[src/rtl/mux_rr_pipe_if.sv]
// Handshake bundle between N producer channels, the mux_rr_pipe block and its consumer.
// The master side drives the channel inputs and consumes the registered output.
interface mux_rr_pipe_if #(
   parameter int N_CH   = 4,
   parameter int DATA_W = 4,
   parameter int SEL_W  = $clog2(N_CH)
);
   logic [N_CH*DATA_W-1:0] in_data;
   logic [N_CH-1:0]        in_valid;
   logic [N_CH-1:0]        in_ready;
   logic                   mode;
   logic [SEL_W-1:0]       sel;
   logic [DATA_W-1:0]      out_data;
   logic                   out_valid;
   logic                   out_ready;
   logic [SEL_W-1:0]       out_ch;

   modport master (
      output in_data, in_valid, mode, sel, out_ready,
      input  in_ready, out_data, out_valid, out_ch
   );

   modport slave (
      input  in_data, in_valid, mode, sel, out_ready,
      output in_ready, out_data, out_valid, out_ch
   );
endinterface

[src/rtl/mux_rr_pipe.sv]
// Registered N-channel mux with explicit-select or round-robin arbitration and one output stage.
// Optional per-channel saturating transfer counters are enabled with MUX_GRANT_CNT_EN.
module mux_rr_pipe #(
   parameter  int N_CH   = 4,
   parameter  int DATA_W = 4,
   localparam int SEL_W  = $clog2(N_CH)
) (
   input  logic                clk,
   input  logic                rst_n,
`ifdef MUX_GRANT_CNT_EN
   input  logic                clr_cnt,
   output logic [N_CH*16-1:0]  grant_cnt,
`endif
   mux_rr_pipe_if.slave        bus
);

   logic [DATA_W-1:0] out_data_r;
   logic [SEL_W-1:0]  out_ch_r;
   logic              out_valid_r;
   logic [SEL_W-1:0]  last_r;

   logic              pipe_ready_s;
   logic              grant_vld_s;
   logic [SEL_W-1:0]  grant_s;
   logic [N_CH-1:0]   in_ready_s;
   logic              xfer_s;
   int                idx_s;

   assign pipe_ready_s = !out_valid_r || bus.out_ready;

   // Grant selection: explicit sel, or first requester after the last round-robin winner
   always_comb begin
      grant_vld_s = 1'b0;
      grant_s     = {SEL_W{1'b0}};
      idx_s       = 0;
      if (bus.mode == 1'b0) begin
         if (int'(bus.sel) < N_CH) begin
            grant_vld_s = 1'b1;
            grant_s     = bus.sel;
         end else begin
            grant_vld_s = 1'b0;
         end
      end else begin
         for (int k = 1; k <= N_CH; k++) begin
            idx_s = (int'(last_r) + k) % N_CH;
            if (!grant_vld_s && bus.in_valid[idx_s]) begin
               grant_vld_s = 1'b1;
               grant_s     = SEL_W'(idx_s);
            end else begin
               grant_vld_s = grant_vld_s;
            end
         end
      end
   end

   // One-hot ready toward the granted channel, suppressed while reset is asserted
   always_comb begin
      in_ready_s = {N_CH{1'b0}};
      if (rst_n && grant_vld_s && pipe_ready_s) begin
         in_ready_s[grant_s] = 1'b1;
      end else begin
         in_ready_s = {N_CH{1'b0}};
      end
   end

   assign xfer_s       = (in_ready_s[grant_s] == 1'b1) && (bus.in_valid[grant_s] == 1'b1);
   assign bus.in_ready = in_ready_s;

   // Output register: load on transfer, clear valid on drain, hold on stall
   always_ff @(posedge clk or negedge rst_n) begin
      if (!rst_n) begin
         out_data_r  <= {DATA_W{1'b0}};
         out_ch_r    <= {SEL_W{1'b0}};
         out_valid_r <= 1'b0;
      end else if (xfer_s) begin
         out_data_r  <= bus.in_data[int'(grant_s)*DATA_W +: DATA_W];
         out_ch_r    <= grant_s;
         out_valid_r <= 1'b1;
      end else if (bus.out_ready) begin
         out_valid_r <= 1'b0;
      end
   end

   // Round-robin pointer advances only on round-robin transfers
   always_ff @(posedge clk or negedge rst_n) begin
      if (!rst_n) begin
         last_r <= SEL_W'(N_CH - 1);
      end else if (xfer_s && (bus.mode == 1'b1)) begin
         last_r <= grant_s;
      end
   end

   assign bus.out_data  = out_data_r;
   assign bus.out_ch    = out_ch_r;
   assign bus.out_valid = out_valid_r;

`ifdef MUX_GRANT_CNT_EN
   logic [15:0] cnt_r [N_CH];

   // Saturating per-channel transfer counters; clear wins over increment
   always_ff @(posedge clk or negedge rst_n) begin
      if (!rst_n) begin
         for (int i = 0; i < N_CH; i++) cnt_r[i] <= 16'h0000;
      end else if (clr_cnt) begin
         for (int i = 0; i < N_CH; i++) cnt_r[i] <= 16'h0000;
      end else begin
         for (int i = 0; i < N_CH; i++) begin
            if (xfer_s && (int'(grant_s) == i) && (cnt_r[i] != 16'hFFFF)) begin
               cnt_r[i] <= cnt_r[i] + 16'h0001;
            end
         end
      end
   end

   for (genvar g = 0; g < N_CH; g++) begin : g_cnt_out
      assign grant_cnt[g*16 +: 16] = cnt_r[g];
   end
`endif

endmodule

[src/flat_wrapper.sv]
// flat-port wrapper written by rule: the top's interface ports become plain ports
module mux_rr_pipe_flat 
#(
   parameter  int N_CH   = 4,
   parameter  int DATA_W = 4,
   localparam int SEL_W  = $clog2(N_CH)
)
  (clk, rst_n, bus_in_data, bus_in_valid, bus_mode, bus_sel, bus_out_ready, bus_in_ready, bus_out_data, bus_out_valid, bus_out_ch);
  mux_rr_pipe_if #(.N_CH(N_CH), .DATA_W(DATA_W)) bus_i ();
  input  logic clk;
  input  logic rst_n;
  input wire logic [$bits(bus_i.in_data)-1:0] bus_in_data;
  input wire logic [$bits(bus_i.in_valid)-1:0] bus_in_valid;
  input wire logic [$bits(bus_i.mode)-1:0] bus_mode;
  input wire logic [$bits(bus_i.sel)-1:0] bus_sel;
  input wire logic [$bits(bus_i.out_ready)-1:0] bus_out_ready;
  output wire logic [$bits(bus_i.in_ready)-1:0] bus_in_ready;
  output wire logic [$bits(bus_i.out_data)-1:0] bus_out_data;
  output wire logic [$bits(bus_i.out_valid)-1:0] bus_out_valid;
  output wire logic [$bits(bus_i.out_ch)-1:0] bus_out_ch;
  assign bus_i.in_data = bus_in_data;
  assign bus_i.in_valid = bus_in_valid;
  assign bus_i.mode = bus_mode;
  assign bus_i.sel = bus_sel;
  assign bus_i.out_ready = bus_out_ready;
  assign bus_in_ready = bus_i.in_ready;
  assign bus_out_data = bus_i.out_data;
  assign bus_out_valid = bus_i.out_valid;
  assign bus_out_ch = bus_i.out_ch;
  mux_rr_pipe #(.N_CH(N_CH), .DATA_W(DATA_W)) u_core (.clk(clk), .rst_n(rst_n), .bus(bus_i));
endmodule
[config.mk]
export PLATFORM = sky130hd
export DESIGN_NAME = mux_rr_pipe_flat
export DESIGN_NICKNAME = d
export VERILOG_FILES = /design/src/rtl/mux_rr_pipe_if.sv /design/src/rtl/mux_rr_pipe.sv /design/src/flat_wrapper.sv
export SDC_FILE = /design/constraint.sdc
export NUM_CORES = 1
export LEC_CHECK = 0
export ABC_AREA = 1
export BUFFER_PORTS_ARGS = -buffer_cell sky130_fd_sc_hd__clkbuf_2
export CAP_MARGIN = 40
export CORE_UTILIZATION = 47
export CTS_BUF_LIST = sky130_fd_sc_hd__clkbuf_8 sky130_fd_sc_hd__clkbuf_16
export DETAILED_ROUTE_END_ITERATION = 8
export GPL_ROUTABILITY_DRIVEN = 0
export PLACE_DENSITY = 0.83
export SYNTH_ARGS = -nofsm -noshare
export SYNTH_HDL_FRONTEND = slang
export SYNTH_SLANG_ARGS = --single-unit
[constraint.sdc]
create_clock -name clk -period 2.8 [get_ports clk]
set_input_delay 0.7 -clock clk [delete_from_list [all_inputs] [get_ports clk]]
set_output_delay 0.7 -clock clk [all_outputs]
set_load 0.05 [all_outputs]
Word level (Yosys, flattened, before mapping)
Index checks and enable logic that the tools add are counted.
- $lt $le $gt $ge: 6
- mux-type cells: 34
- add/subtract/negate cells: 4
- bitwise gates (word level): 4
- shift-type cells: 1
- reduce and logical (&&, ||, !) cells: 18
- operator list (kind ; number):
    $mux W1 ; 21
    $lt A3 B4 Y1 const B ; 4
    $shiftx A16 B5 Y4 ; 1
    $bmux W1 S2 ; 6
    $mux W2 ; 5
    $logic_and A1 B1 Y1 ; 8
    $reduce_or A2 Y1 ; 4
    $add A2 B1 Y2 const B ; 2
    $add A2 B2 Y2 const B ; 2
    $and A1 B1 Y1 const A ; 4
    $logic_not A1 Y1 ; 4
    $mux W4 ; 1
    $lt A2 B3 Y1 const B ; 1
    $demux W1 S2 ; 1
    $ge A2 B1 Y1 const B ; 1
    $reduce_bool A2 Y1 ; 1
    $logic_or A1 B1 Y1 ; 1
- output and inout port bits: 11
- input bits: 26
- flip-flop bits (word level): 9
- word-level logic and storage cells: 71

Depth between registers and ports, before layout
- depth after elaboration: 29
- mapped depth: 19
- depth with buffers taken out: 17

Least setup slack after synthesis
Ideal clock, no wire load.
- path type: in2out
- from: input bus_in_valid[2]
- to: output bus_in_ready[1]
- buffers on the path: 1
- setup slack: -0.549 ns
- arrival: 2.649 ns
- required time: 2.100 ns
- cell stages on the path: 12
- path through: nand2_1 nand2_1 nand2_4 nand2_4 nor2_4 nand3_1 nand2_1 nand3_2 nand2_4 inv_2 buf_6 nor3_1
- longest elaborated chain between the ends: 22
- elaborated cells on any way between the ends: 39
- classes of those cells: order compare (2); mux (28); reduce/logical (9)
- RTL lines (item ; RTL line ; text):
    start: declaration ; flat_wrapper.sv:13 ; input wire logic [$bits(bus_i.in_valid)-1:0] bus_in_valid;
    $bmux W1 S2 ; mux_rr_pipe.sv:46 ; if (!grant_vld_s && bus.in_valid[idx_s]) begin
    $mux W1 (implied by the code) (2 in series) ; mux_rr_pipe.sv:46 ;
    $mux W1 ; mux_rr_pipe.sv:46 ;
    $mux W1 ; mux_rr_pipe.sv:36 ; if (bus.mode == 1'b0) begin
    $logic_not A1 Y1 ; mux_rr_pipe.sv:46 ;
    $logic_and A1 B1 Y1 ; mux_rr_pipe.sv:46 ;
    $mux W1 ; mux_rr_pipe.sv:46 ;
    $mux W1 ; mux_rr_pipe.sv:36 ;
    [5 not listed] ; -- ;
    $logic_and A1 B1 Y1 ; mux_rr_pipe.sv:46 ;
    $mux W2 ; mux_rr_pipe.sv:46 ;
    $mux W2 ; mux_rr_pipe.sv:36 ;
    $lt A2 B3 Y1 (implied by the code) / $ge A2 B1 Y1 (equally long branches) ; mux_rr_pipe.sv:60 ; in_ready_s[grant_s] = 1'b1;
    $logic_and A1 B1 Y1 (implied by the code) ; mux_rr_pipe.sv:60 ;
    $mux W1 (implied by the code) ; mux_rr_pipe.sv:60 ;
    $demux W1 S2 ; -- ;
    $mux W4 * ; mux_rr_pipe.sv:59 ; if (rst_n && grant_vld_s && pipe_ready_s) begin
    end: declaration ; flat_wrapper.sv:17 ; output wire logic [$bits(bus_i.in_ready)-1:0] bus_in_ready;
Mark *: on every way between the ends. The rest lies on a longest branch, timed or not. The select of a mux whose other input is x is not followed.

Worst setup path in the final report
- from: register u_core.last_r[0]
- to: output bus_in_ready[1]
- longest elaborated chain between the ends: 23
- elaborated cells on any way between the ends: 43
- classes of those cells: add/sub (4); order compare (2); mux (28); reduce/logical (9)
- RTL lines (item ; RTL line ; text):
    start: declaration ; mux_rr_pipe.sv:20 ; logic [SEL_W-1:0] last_r;
    start signal: assignment ; mux_rr_pipe.sv:87 ; last_r <= SEL_W'(N_CH - 1);
    start signal: assignment ; mux_rr_pipe.sv:89 ; last_r <= grant_s;
    $add A2 B1 Y2 ; mux_rr_pipe.sv:45 ; idx_s = (int'(last_r) + k) % N_CH;
    $bmux W1 S2 ; mux_rr_pipe.sv:46 ;
    $mux W1 (implied by the code) (2 in series) ; mux_rr_pipe.sv:46 ;
    $mux W1 ; mux_rr_pipe.sv:46 ;
    $mux W1 ; mux_rr_pipe.sv:36 ;
    $logic_not A1 Y1 ; mux_rr_pipe.sv:46 ;
    $logic_and A1 B1 Y1 ; mux_rr_pipe.sv:46 ;
    $mux W1 ; mux_rr_pipe.sv:46 ;
    [6 not listed] ; -- ;
    $logic_and A1 B1 Y1 ; mux_rr_pipe.sv:46 ;
    $mux W2 ; mux_rr_pipe.sv:46 ;
    $mux W2 ; mux_rr_pipe.sv:36 ;
    $lt A2 B3 Y1 (implied by the code) / $ge A2 B1 Y1 (equally long branches) ; mux_rr_pipe.sv:60 ;
    $logic_and A1 B1 Y1 (implied by the code) ; mux_rr_pipe.sv:60 ;
    $mux W1 (implied by the code) ; mux_rr_pipe.sv:60 ;
    $demux W1 S2 ; -- ;
    $mux W4 * ; mux_rr_pipe.sv:59 ;
Marks and branches as above.

==> flow_metrics.tcl <==
set metrics [dict create \
    fin_tns_setup_ns -0.398 \
    ys_warn_count 0 \
    synth_edf_count 0 \
    synth-seq-cells 9 \
    hold_violations 0 \
    fin_crit_ns 2.91 \
    grt_util_all_layers_pct 29.0 \
    setup_ws_ns -0.114 \
    clock-sinks 9 \
    violations "negative setup slack" \
    rsz0062_at_grt "yes" \
    min_period_over_period_pct 104 \
    drcViolationCount 0 \
    slew_headroom_pct 81.2 \
    globalRouteOverflowTotal 0 \
    ir_drop_v 0.000776 \
    holdBufCountCts 0 \
    worstMarginPinSlew_ns 0.284 \
    clk_pin_slew_ns 0.05 \
    hpwlAfterDp_um 1870 \
    layout.nets 232 \
    yosys-top-cells-count "82 x nand2_1, 16 x nand3_1, 8 x inv_1, 7 x dfrtp_1" \
    area_delta_synth_final_pct 54.8 \
    grt_pass1_wl_um 4370 \
    synth.top_cell.area_share_pct 33.6 \
    dr.pass1.iters 4 \
    grt_pass1_vias 1150 \
    drt_iter0_markers 20 \
    dp_slack_ns -0.0771 \
    wire_per_inst_um 13.1 \
    cts_tree "yes" \
    synth_flop_cell "dfrtp_1" \
    n_antenna_cell 0 \
    cts_buffers 3 \
    startpoint_type "register" \
    clock_latency_ns 0.23 \
    fmax_ghz 0.343 \
    io_pins 37 \
    hold_path.class "in -> async" \
    p_per_area_nw_per_um2 1280 \
    yosys.cell_count.top_type "nand2_1" \
    clockRootBuffer "clkbuf_8" \
    grt_max_degree 12 \
    core_area_um2 1780 \
    synth_fp_nets 179 \
    htreeDepth 1 \
    portBuffers 36 \
    yosysTopAreaCell "nand2_1" \
    crit_type "reg -> out" \
    skew_ns 0.000428 \
    synth_cell_types 22 \
    wl_um 3010 \
    syn_area_per_cell_um2 5.99 \
    routed-via-count 1186 \
    drive_above_1_share_pct 49.8 \
    ant_nets 0 \
    endpoint_kind "output port" \
    status "finished, violations left" \
    critPathRequiredTime_ns 2.10 \
    die_x_um 46.1 \
    dieArea_um2 2130 \
    die_h_um 46.1 \
    netlist_instances 153 \
    cp_data_arrival_time_ns 2.21 \
    crit_fanout 8 \
    synth_area_leaders "nand2_1 34%, dfrtp_1 19%, nand3_1 8.7%" \
    netlist_area_um2 916 \
    initial_core_util_pct 51.4 \
    async_reset_ff_share_pct 100 \
    antenna_found_initial 0 \
    cts_buffer_depth 2 \
    rows 15 \
    setup_viol 4 \
    vias_per_cell 5.16 \
    synth-seq-area-share_pct 24.9 \
    drv_slew 0 \
    p_leak_nw 0.817 \
    drv_cap 0 \
]
==> layer usage <==
layer  routed length [um]  global-route usage [%]  vias up
met5                    0                       0        -
met3                  166                    6.27       11
met2                 1580                    49.6       50
met4                   89                    15.9        0
li1                     -                       -      583
met1                 1180                    33.0      542
==> cells by family after synthesis <==
group,Yosys count,share of synthesized area [%]
simple gates,124,63.7
buf+inv,16,8.47
compound gates,4,3.00
flops,9,24.9
==> placed cells by master, fill, tap and decap left out, drive strengths merged <==
master  count
a21oi       1
buf        19
clkbuf     35
clkinv      1
dfrtp       7
dfstp       2
inv        13
nand2      94
nand3      18
nand4       3
nor2        4
nor3        4
o21ai       3
or2         1
==> stage by stage <==
| step | power [mW] | hold slack (ns) | area [um^2] | utilization (%) | std cells |
|---|---|---|---|---|---|
| global route | 1.93 | 0.332 | 1420 | 79.5 | 230 |
| CTS | 1.67 | 0.323 | 1360 | 76.0 | 228 |
| floorplan | 1.13 | 0.404 | 948 | - | 153 |
| finish | 1.81 | 0.321 | 1420 | 79.5 | 230 |
| detailed placement | 1.37 | 0.469 | 1190 | 66.5 | 218 |
| global placement | 1.35 | 0.467 | 1190 | 66.5 | 218 |
==> report_power, final <==
group	internal [mW]	total, mW	switching [mW]
Sequential	0.201	0.261	0.0602
Clock	0.0957	0.150	0.0542
Combinational	0.483	1.40	0.917
==> critical path, cell delays in order (launching register included) <==
cell,delay (ns)
dfstp_2,0.66
nand2_1,0.13
nand2_4,0.10
nand2_4,0.06
nand2_4,0.09
nor2_4,0.05
nand3_1,0.07
nand3_1,0.07
inv_1,0.07
nand3_2,0.08
nand2_4,0.14
inv_4,0.07
nor3_4,0.21
buf_8,0.17
==> what timing repair did <==
item | in CTS | in global routing
pin swaps | 13 | 5
setup buffers | 6 | 2
gates resized for setup | 22 | 17
setup endpoints to repair | 4 | 4
==> flip-flops by register name, indices dropped and copies added, names as in the netlist <==
signal,cells
u_core.last_r,2
u_core.bus.out_ch,2
u_core.bus.out_data,4
u_core.bus.out_valid,1
==> layout make-up <==
type / instances / area [um^2]
Clock buffer: 3 / 41.3
Clock inverter: 1 / 3.75
Fill cell: 129 / 365
Inverter: 13 / 58.8
Multi-Input combinational cell: 128 / 718
Sequential cell: 9 / 228
Tap cell: 25 / 31.3
Timing Repair Buffer: 51 / 337
==> final timing paths <==
| check | cells past startpoint | slack [ns] | to | startpoint |
|---|---|---|---|---|
| setup / recovery | 13 | -0.11 | bus_in_ready[1] | u_core.last_r[0] |
| hold / removal | 1 | 0.32 | u_core.bus.out_valid | rst_n |
| setup reg to reg | 18 | 0.18 | u_core.bus.out_data[3] | u_core.last_r[0] |
| hold reg to reg | 2 | 0.49 | u_core.bus.out_data[1] | u_core.bus.out_data[1] |
| max in group asynchronous | 1 | 2.22 | u_core.last_r[1] | rst_n |
| min in group clk | 2 | 0.49 | u_core.bus.out_data[1] | u_core.bus.out_data[1] |
No activity file was read; power rests on OpenSTA's default activity.
